===== src/rtl/nn_pkg.sv =====
// Shared constants for the fixed-point network: layer weights/biases,
// data format defaults and the dense-layer FSM state encoding.
package nn_pkg;

  localparam int W_DEFAULT    = 8;
  localparam int FRAC_DEFAULT = 4;

  // Layer 0 coefficients, Q(W-FRAC).FRAC, indexed [neuron][input] and [neuron].
  localparam int L0_N_IN  = 2;
  localparam int L0_N_OUT = 2;
  localparam int L0_WEIGHT [L0_N_OUT][L0_N_IN] = '{'{16, 16}, '{32, -16}};
  localparam int L0_BIAS   [L0_N_OUT]          = '{0, 0};

  typedef enum logic [2:0] {
    ST_IDLE = 3'd0,
    ST_RD   = 3'd1,
    ST_MAC  = 3'd2,
    ST_ACT  = 3'd3,
    ST_DONE = 3'd4
  } state_e;

  // Index width that never collapses to zero bits for single-entry ranges.
  function automatic int clog2_min1(input int n);
    return (n > 1) ? $clog2(n) : 1;
  endfunction

endpackage


===== src/rtl/nn_dense_layer_if.sv =====
// Bundle between a dense layer, its input channel memory and the next layer.
interface nn_dense_layer_if
  import nn_pkg::*;
#(
  parameter int N_IN  = L0_N_IN,
  parameter int N_OUT = L0_N_OUT,
  parameter int W     = W_DEFAULT
);

  localparam int IW = clog2_min1(N_IN);

  // req is a level start (held until the layer is reset); in_rd is a one-cycle
  // strobe with in_addr, and in_data answers it exactly one cycle later with no
  // backpressure; ack_layer is sticky and qualifies out_data for downstream.
  logic                   req;
  logic                   in_rd;
  logic [IW-1:0]          in_addr;
  logic signed [W-1:0]    in_data;
  logic [N_OUT*W-1:0]     out_data;
  logic                   ack_layer;

  modport master (
    input  req,
    input  in_data,
    output in_rd,
    output in_addr,
    output out_data,
    output ack_layer
  );

  modport slave (
    output req,
    output in_data,
    input  in_rd,
    input  in_addr,
    input  out_data,
    input  ack_layer
  );

endinterface


===== src/rtl/nn_mac_sat.sv =====
// Combinational datapath: accumulate one signed product, and turn an
// accumulator into a ReLU'd, saturated W-bit activation.
module nn_mac_sat #(
  parameter int W  = 8,
  parameter int AW = 18,
  parameter int SW = 5
) (
  input  logic signed [AW-1:0]  acc,
  input  logic signed [2*W-1:0] prod,
  input  logic [SW-1:0]         shift,
  output logic signed [AW-1:0]  acc_next,
  output logic [W-1:0]          res
);

  localparam logic signed [AW-1:0] MAX_POS = AW'((1 << (W-1)) - 1);

  logic signed [AW-1:0] prod_ext;
  logic signed [AW-1:0] shifted;

  always_comb begin
    prod_ext = {{(AW-2*W){prod[2*W-1]}}, prod};
    acc_next = acc + prod_ext;
    shifted  = acc >>> shift;
    if (shifted[AW-1]) begin
      res = '0;
    end else if (shifted > MAX_POS) begin
      res = MAX_POS[W-1:0];
    end else begin
      res = shifted[W-1:0];
    end
  end

endmodule


===== src/rtl/nn_dense_layer.sv =====
// Fully connected layer: one time-shared MAC walks every neuron over the
// input vector, then bias/shift/ReLU/saturate into sticky output registers.
module nn_dense_layer
  import nn_pkg::*;
#(
  parameter int N_IN  = L0_N_IN,
  parameter int N_OUT = L0_N_OUT,
  parameter int W     = W_DEFAULT,
  parameter int FRAC  = FRAC_DEFAULT,
  parameter int WEIGHT [N_OUT][N_IN] = L0_WEIGHT,
  parameter int BIAS   [N_OUT]       = L0_BIAS
) (
  input  logic             clk,
  input  logic             rst,
  nn_dense_layer_if.master bus,
  output state_e           dbg_state
);

  localparam int IW = clog2_min1(N_IN);
  localparam int KW = clog2_min1(N_OUT);
  // Wide enough for N_IN full-scale products plus a shifted bias.
  localparam int AW = 2*W + $clog2(N_IN) + 1;
  localparam int SW = $clog2(AW + 1);

  state_e                state_q, state_d;
  logic [IW-1:0]         i_q, i_d;
  logic [KW-1:0]         k_q, k_d;
  logic signed [AW-1:0]  acc_q, acc_d;
  logic                  in_rd_q, in_rd_d;
  logic [IW-1:0]         in_addr_q, in_addr_d;
  logic [N_OUT*W-1:0]    out_q, out_d;
  logic                  ack_q, ack_d;

  logic signed [W-1:0]   w_cur;
  logic signed [2*W-1:0] prod;
  logic signed [AW-1:0]  acc_next;
  logic [W-1:0]          res;

  function automatic logic signed [AW-1:0] bias_to_acc(input logic [KW-1:0] idx);
    logic signed [W-1:0] b;
    b = W'(BIAS[idx]);
    return {{(AW-W){b[W-1]}}, b} <<< FRAC;
  endfunction

  always_comb begin
    w_cur = W'(WEIGHT[k_q][i_q]);
    prod  = (2*W)'(w_cur) * (2*W)'(bus.in_data);
  end

  nn_mac_sat #(
    .W  (W),
    .AW (AW),
    .SW (SW)
  ) u_mac_sat (
    .acc      (acc_q),
    .prod     (prod),
    .shift    (SW'(FRAC)),
    .acc_next (acc_next),
    .res      (res)
  );

  always_comb begin
    state_d   = state_q;
    i_d       = i_q;
    k_d       = k_q;
    acc_d     = acc_q;
    out_d     = out_q;
    ack_d     = ack_q;
    in_rd_d   = 1'b0;
    in_addr_d = in_addr_q;

    unique case (state_q)
      ST_IDLE: begin
        if (bus.req) begin
          i_d     = '0;
          k_d     = '0;
          acc_d   = bias_to_acc('0);
          state_d = ST_RD;
        end
      end
      ST_RD: begin
        state_d = ST_MAC;
      end
      ST_MAC: begin
        acc_d = acc_next;
        if (i_q == IW'(N_IN-1)) begin
          state_d = ST_ACT;
        end else begin
          i_d     = i_q + IW'(1);
          state_d = ST_RD;
        end
      end
      ST_ACT: begin
        for (int s = 0; s < N_OUT; s++) begin
          if (KW'(s) == k_q) out_d[s*W +: W] = res;
        end
        if (k_q == KW'(N_OUT-1)) begin
          state_d = ST_DONE;
        end else begin
          k_d     = k_q + KW'(1);
          i_d     = '0;
          acc_d   = bias_to_acc(k_q + KW'(1));
          state_d = ST_RD;
        end
      end
      ST_DONE: begin
        ack_d = 1'b1;
      end
      default: begin
        state_d = ST_IDLE;
      end
    endcase

    // Strobe and address are registered so they line up with the RD cycle.
    if (state_d == ST_RD) begin
      in_rd_d   = 1'b1;
      in_addr_d = i_d;
    end
  end

  always_ff @(posedge clk) begin
    if (rst) begin
      state_q   <= ST_IDLE;
      i_q       <= '0;
      k_q       <= '0;
      acc_q     <= '0;
      in_rd_q   <= 1'b0;
      in_addr_q <= '0;
      out_q     <= '0;
      ack_q     <= 1'b0;
    end else begin
      state_q   <= state_d;
      i_q       <= i_d;
      k_q       <= k_d;
      acc_q     <= acc_d;
      in_rd_q   <= in_rd_d;
      in_addr_q <= in_addr_d;
      out_q     <= out_d;
      ack_q     <= ack_d;
    end
  end

  assign bus.in_rd     = in_rd_q;
  assign bus.in_addr   = in_addr_q;
  assign bus.out_data  = out_q;
  assign bus.ack_layer = ack_q;
  assign dbg_state     = state_q;

endmodule


===== src/flat_wrapper.sv =====
// flat-port wrapper written by rule: the top's interface ports become plain ports
module nn_dense_layer_flat import nn_pkg::*;
#(
  parameter int N_IN  = L0_N_IN,
  parameter int N_OUT = L0_N_OUT,
  parameter int W     = W_DEFAULT,
  parameter int FRAC  = FRAC_DEFAULT,
  parameter int WEIGHT [N_OUT][N_IN] = L0_WEIGHT,
  parameter int BIAS   [N_OUT]       = L0_BIAS
)
  (clk, rst, dbg_state, bus_req, bus_in_data, bus_in_rd, bus_in_addr, bus_out_data, bus_ack_layer);
  nn_dense_layer_if #(.N_IN(N_IN), .N_OUT(N_OUT), .W(W)) bus_i ();
  input  logic clk;
  input  logic rst;
  output state_e dbg_state;
  input wire logic [$bits(bus_i.req)-1:0] bus_req;
  input wire logic [$bits(bus_i.in_data)-1:0] bus_in_data;
  output wire logic [$bits(bus_i.in_rd)-1:0] bus_in_rd;
  output wire logic [$bits(bus_i.in_addr)-1:0] bus_in_addr;
  output wire logic [$bits(bus_i.out_data)-1:0] bus_out_data;
  output wire logic [$bits(bus_i.ack_layer)-1:0] bus_ack_layer;
  assign bus_i.req = bus_req;
  assign bus_i.in_data = bus_in_data;
  assign bus_in_rd = bus_i.in_rd;
  assign bus_in_addr = bus_i.in_addr;
  assign bus_out_data = bus_i.out_data;
  assign bus_ack_layer = bus_i.ack_layer;
  nn_dense_layer #(.N_IN(N_IN), .N_OUT(N_OUT), .W(W), .FRAC(FRAC), .WEIGHT(WEIGHT), .BIAS(BIAS)) u_core (.clk(clk), .rst(rst), .bus(bus_i), .dbg_state(dbg_state));
endmodule

===== config.mk =====
export PLATFORM = sky130hd
export DESIGN_NAME = nn_dense_layer_flat
export DESIGN_NICKNAME = d
export VERILOG_FILES = /design/src/rtl/nn_pkg.sv /design/src/rtl/nn_dense_layer_if.sv /design/src/rtl/nn_mac_sat.sv /design/src/rtl/nn_dense_layer.sv /design/src/flat_wrapper.sv
export SDC_FILE = /design/constraint.sdc
export NUM_CORES = 1
export LEC_CHECK = 0
export CORE_AREA = 2 2 63 110
export CTS_BUF_LIST = sky130_fd_sc_hd__clkbuf_8
export DETAILED_ROUTE_END_ITERATION = 10
export DIE_AREA = 0 0 65 112
export PLACE_DENSITY = 0.76
export SYNTH_ARGS = -nofsm -noshare
export SYNTH_HDL_FRONTEND = slang
export SYNTH_SLANG_ARGS = --single-unit
export TNS_END_PERCENT = 100

===== constraint.sdc =====
create_clock -name clk -period 12.7 [get_ports clk]
set_clock_uncertainty 0.1 [all_clocks]
set_input_delay 1.27 -clock clk [delete_from_list [all_inputs] [get_ports clk]]
set_output_delay 1.27 -clock clk [all_outputs]
set_load 0.03 [all_outputs]

==> out/results.tsv <==
stage	metric	value	unit
global_routing	grt_use_met1	23.4	%
finish	num-fill-cells	531	
sta	period_needed	6.31	ns
clock_network	cts_root_buffer	clkbuf_8	
run_status	outcome	finished, final reports clean	
min_path	hold_class	register to register	
synthesis	syn_area	3650	um^2
detailed_routing	post-route-drc-count	0	
clock_network	cts.reportedPaths.clkPinSlew	0.08	ns
finish	num_antenna_cells	0	
clock_network	clk_latency	0.29	ns
global_routing	grt_busiest_layer	met2	
detailed_routing	postRouteAntennaNets	0	
synthesis	synth_cell_types	43	
synthesis	synth_nets	479	
detailed_routing	drtIter0Drc	51	
clock_network	cts_tree	yes	
worst_setup_path	required	12.79	ns
worst_setup_path	cp.arrival	6.40	ns
synthesis	ys_seq_area_share	20.8	%
global_routing	antenna_found_initial	0	
synthesis	synthTopCellsByArea	fa_1 29%, dfxtp_1 21%, ha_1 11%	
clock_network	ctsResizeCount	0	
clock_network	cts-buffers-inserted	5	
worst_setup_path	r2r_slack	6.91	ns
synthesis	yosysTopAreaCellShare	29.1	%
sta	timing.hold.ws	0.330	ns
power	p_switching	0.0960	mW
global_routing	gr-usage-met2	40.3	%
die	rows	39	
sta	period_share	49.7	%
finish	nets	507	
detailed_routing	first_pass_iters	4	
detailed_routing	wl_per_cell	13.8	um
run	drv_cap	0	
worst_setup_path	critPathMaxFanout	11	
sta	worst_pin_slew	0.787	ns
power	power.internal	0.245	mW
detailed_routing	viasPerCell	5.24	
global_routing	grt_overflow	0	
sta	timing.slew.headroom	47.4	%
finish	regArea	761	um^2
finish	final_layout_size_suffix_gt1_share	3.41	%
finish	final_cell_mix	78 x inv_1, 53 x fa_1, 39 x nor2_1	
die	die_h	112	um
sta	finalMaxSlewViolations	0	
synthesis	synth_largest_area_cell	fa_1	
finish	multi_input_area	2540	um^2
synthesis	synth_edf_count	0	
placement	placed_cells_incl_taps	485	
synthesis	avgSynthCellArea	9.55	um^2
finish	syn2layout_area_growth	14.1	%
global_routing	grt_pass1_wl	12100	um
finish	final_core_util	65.2	%
die	die_x	65	um
clock_network	ctsHoldBuffers	0	
clock_network	clockBufferDepth	2	
synthesis	ys.warnings.count	0	
placement	io_buffers	32	
placement	gp_congestion	0.805	
global_routing	grt_start_max_net_pins	42	
worst_setup_path	path_class	primary input to register	
global_routing	grtUsageMet3	1.52	%
global_routing	grt_util_all_layers	20.9	%
die	ioPinCount	33	
worst_setup_path	startpoint_type	primary input	
synthesis	netlist_instances	382	
power	power_frac_comb	25.8	%
power	vdd_drop_max	0.000125	V
sta	fmaxAchievable	159	MHz
power	p_sw_share	28.2	%
finish	final_common_cell	inv_1	
sta	fin_setup_tns	0	ns
synthesis	synth_ff_type	dfxtp_1	
sta	grt_setup_unrepaired	no	
detailed_routing	vias	2581	
clock_network	htree_levels	2	
sta	finalSetupViolations	0	
power	leakage	2.01	nW
die	die-area	7280	um^2
die	core_area	6390	um^2
worst_setup_path	crit_path_end_kind	register	
detailed_routing	totalWireLength	6800	um
power	power_density	81.9	nW/um^2
power	power_frac_clock	36.9	%
placement	dp_hpwl	5700	um
global_routing	grt_pass1_vias	2735	
clock_network	cts.sinks	38	
power	p_seq_share	37.2	%
synthesis	ys_seq_elements	38	
synthesis	synth-async-reset-ratio	0	%
die	start_util	57.1	%
finish	fin_cells	493	
clock_network	cts_setup_buffers	0	
sta	hold_viol_final	0	
[synth_stat cells, types with 2 or more instances]
library cell,count
xor2_1,2
nor2_1,39
nor3b_1,3
nor2b_1,3
fa_1,53
nand2_1,8
xnor2_1,9
and2_1,10
nand3_1,4
clkbuf_1,6
nand3b_1,4
nor3_1,5
a21oi_1,16
o21a_1,3
mux2i_1,14
a22oi_1,9
a211o_1,2
and3_1,4
dfxtp_1,38
ha_1,33
buf_2,4
o21ai_0,8
a21o_1,4
inv_1,78
nand2b_1,5
[power by group through the flow]
stage / Combinational, mW / Clock (mW) / Sequential, mW
after floorplan: 0.0663 / 0 / 0.130
after global placement: 0.0861 / 0 / 0.130
after detailed placement: 0.0883 / 0 / 0.130
after CTS: 0.0895 / 0.129 / 0.127
after global routing: 0.102 / 0.134 / 0.128
final: 0.0881 / 0.126 / 0.127
[through the flow]
step                      setup slack (ns)  instance area (um^2)  total power, mW
after global placement                6.16                  4020            0.216
after global routing                  6.04                  4170            0.363
after detailed placement              6.05                  4020            0.218
after floorplan                       6.93                  3650            0.196
final                                 6.39                  4170            0.341
after CTS                             6.36                  4170            0.345
[per-layer routing]
layer,vias up,routed length (um)
met4,0,79
met2,27,3990
met5,-,0
met1,1284,2580
li1,1264,-
met3,6,148
[path summary, 6_finish.rpt]
check                                  startpoint                              endpoint  depth (start not counted)
max                                bus_in_data[1]         u_core.acc_q[16]$_SDFFE_PP0P_                         18
max reg2reg               u_core.k_q$_SDFFE_PP0P_         u_core.acc_q[16]$_SDFFE_PP0P_                         17
min          u_core.bus.out_data[15]$_SDFFE_PP0P_  u_core.bus.out_data[15]$_SDFFE_PP0P_                          2
min reg2reg  u_core.bus.out_data[15]$_SDFFE_PP0P_  u_core.bus.out_data[15]$_SDFFE_PP0P_                          2
[area by class of cell]
class                           count  area share [%]
Clock inverter                      2            1.44
Inverter                           78            7.03
Tap cell                           82            2.46
Sequential cell                    38            18.3
Multi-Input combinational cell    254            60.9
Timing Repair Buffer               33            7.87
Clock buffer                        6            1.98
[flip-flops by register name (all words and copies together), names as in the netlist]
name and flops:
u_core.bus.out_data 16, u_core.acc_q 14, u_core.dbg_state 3, u_core.bus.ack_layer 1, u_core.bus.in_addr 1, u_core.bus.in_rd 1
u_core.i_q 1, u_core.k_q 1
[worst max-delay path, cell delays in order]
cell and delay (ns):
clkdlybuf4s50_1 0.48, and3_1 0.64, fa_1 0.56, fa_1 0.53, inv_1 0.05, fa_1 0.46, fa_1 0.55, inv_1 0.05
ha_1 0.27, ha_1 0.18, inv_1 0.06, fa_1 0.40, nor2b_1 0.12, o21ai_0 0.09, a21boi_0 0.34, o31a_1 0.19
o21ai_0 0.08, o311ai_1 0.08
[cell families after synthesis]
| logic type | Yosys count | synth area share, % |
|---|---|---|
| and+or+nand+nor | 91 | 12.9 |
| muxes | 15 | 4.15 |
| adders and majority gates | 86 | 40.4 |
| DFF | 38 | 20.8 |
| buffers and inverters | 90 | 9.60 |
| xor gates and xnor gates | 12 | 3.26 |
| AOI/OAI and AO/OA | 50 | 8.88 |
Power figures use the tool's default switching activity.
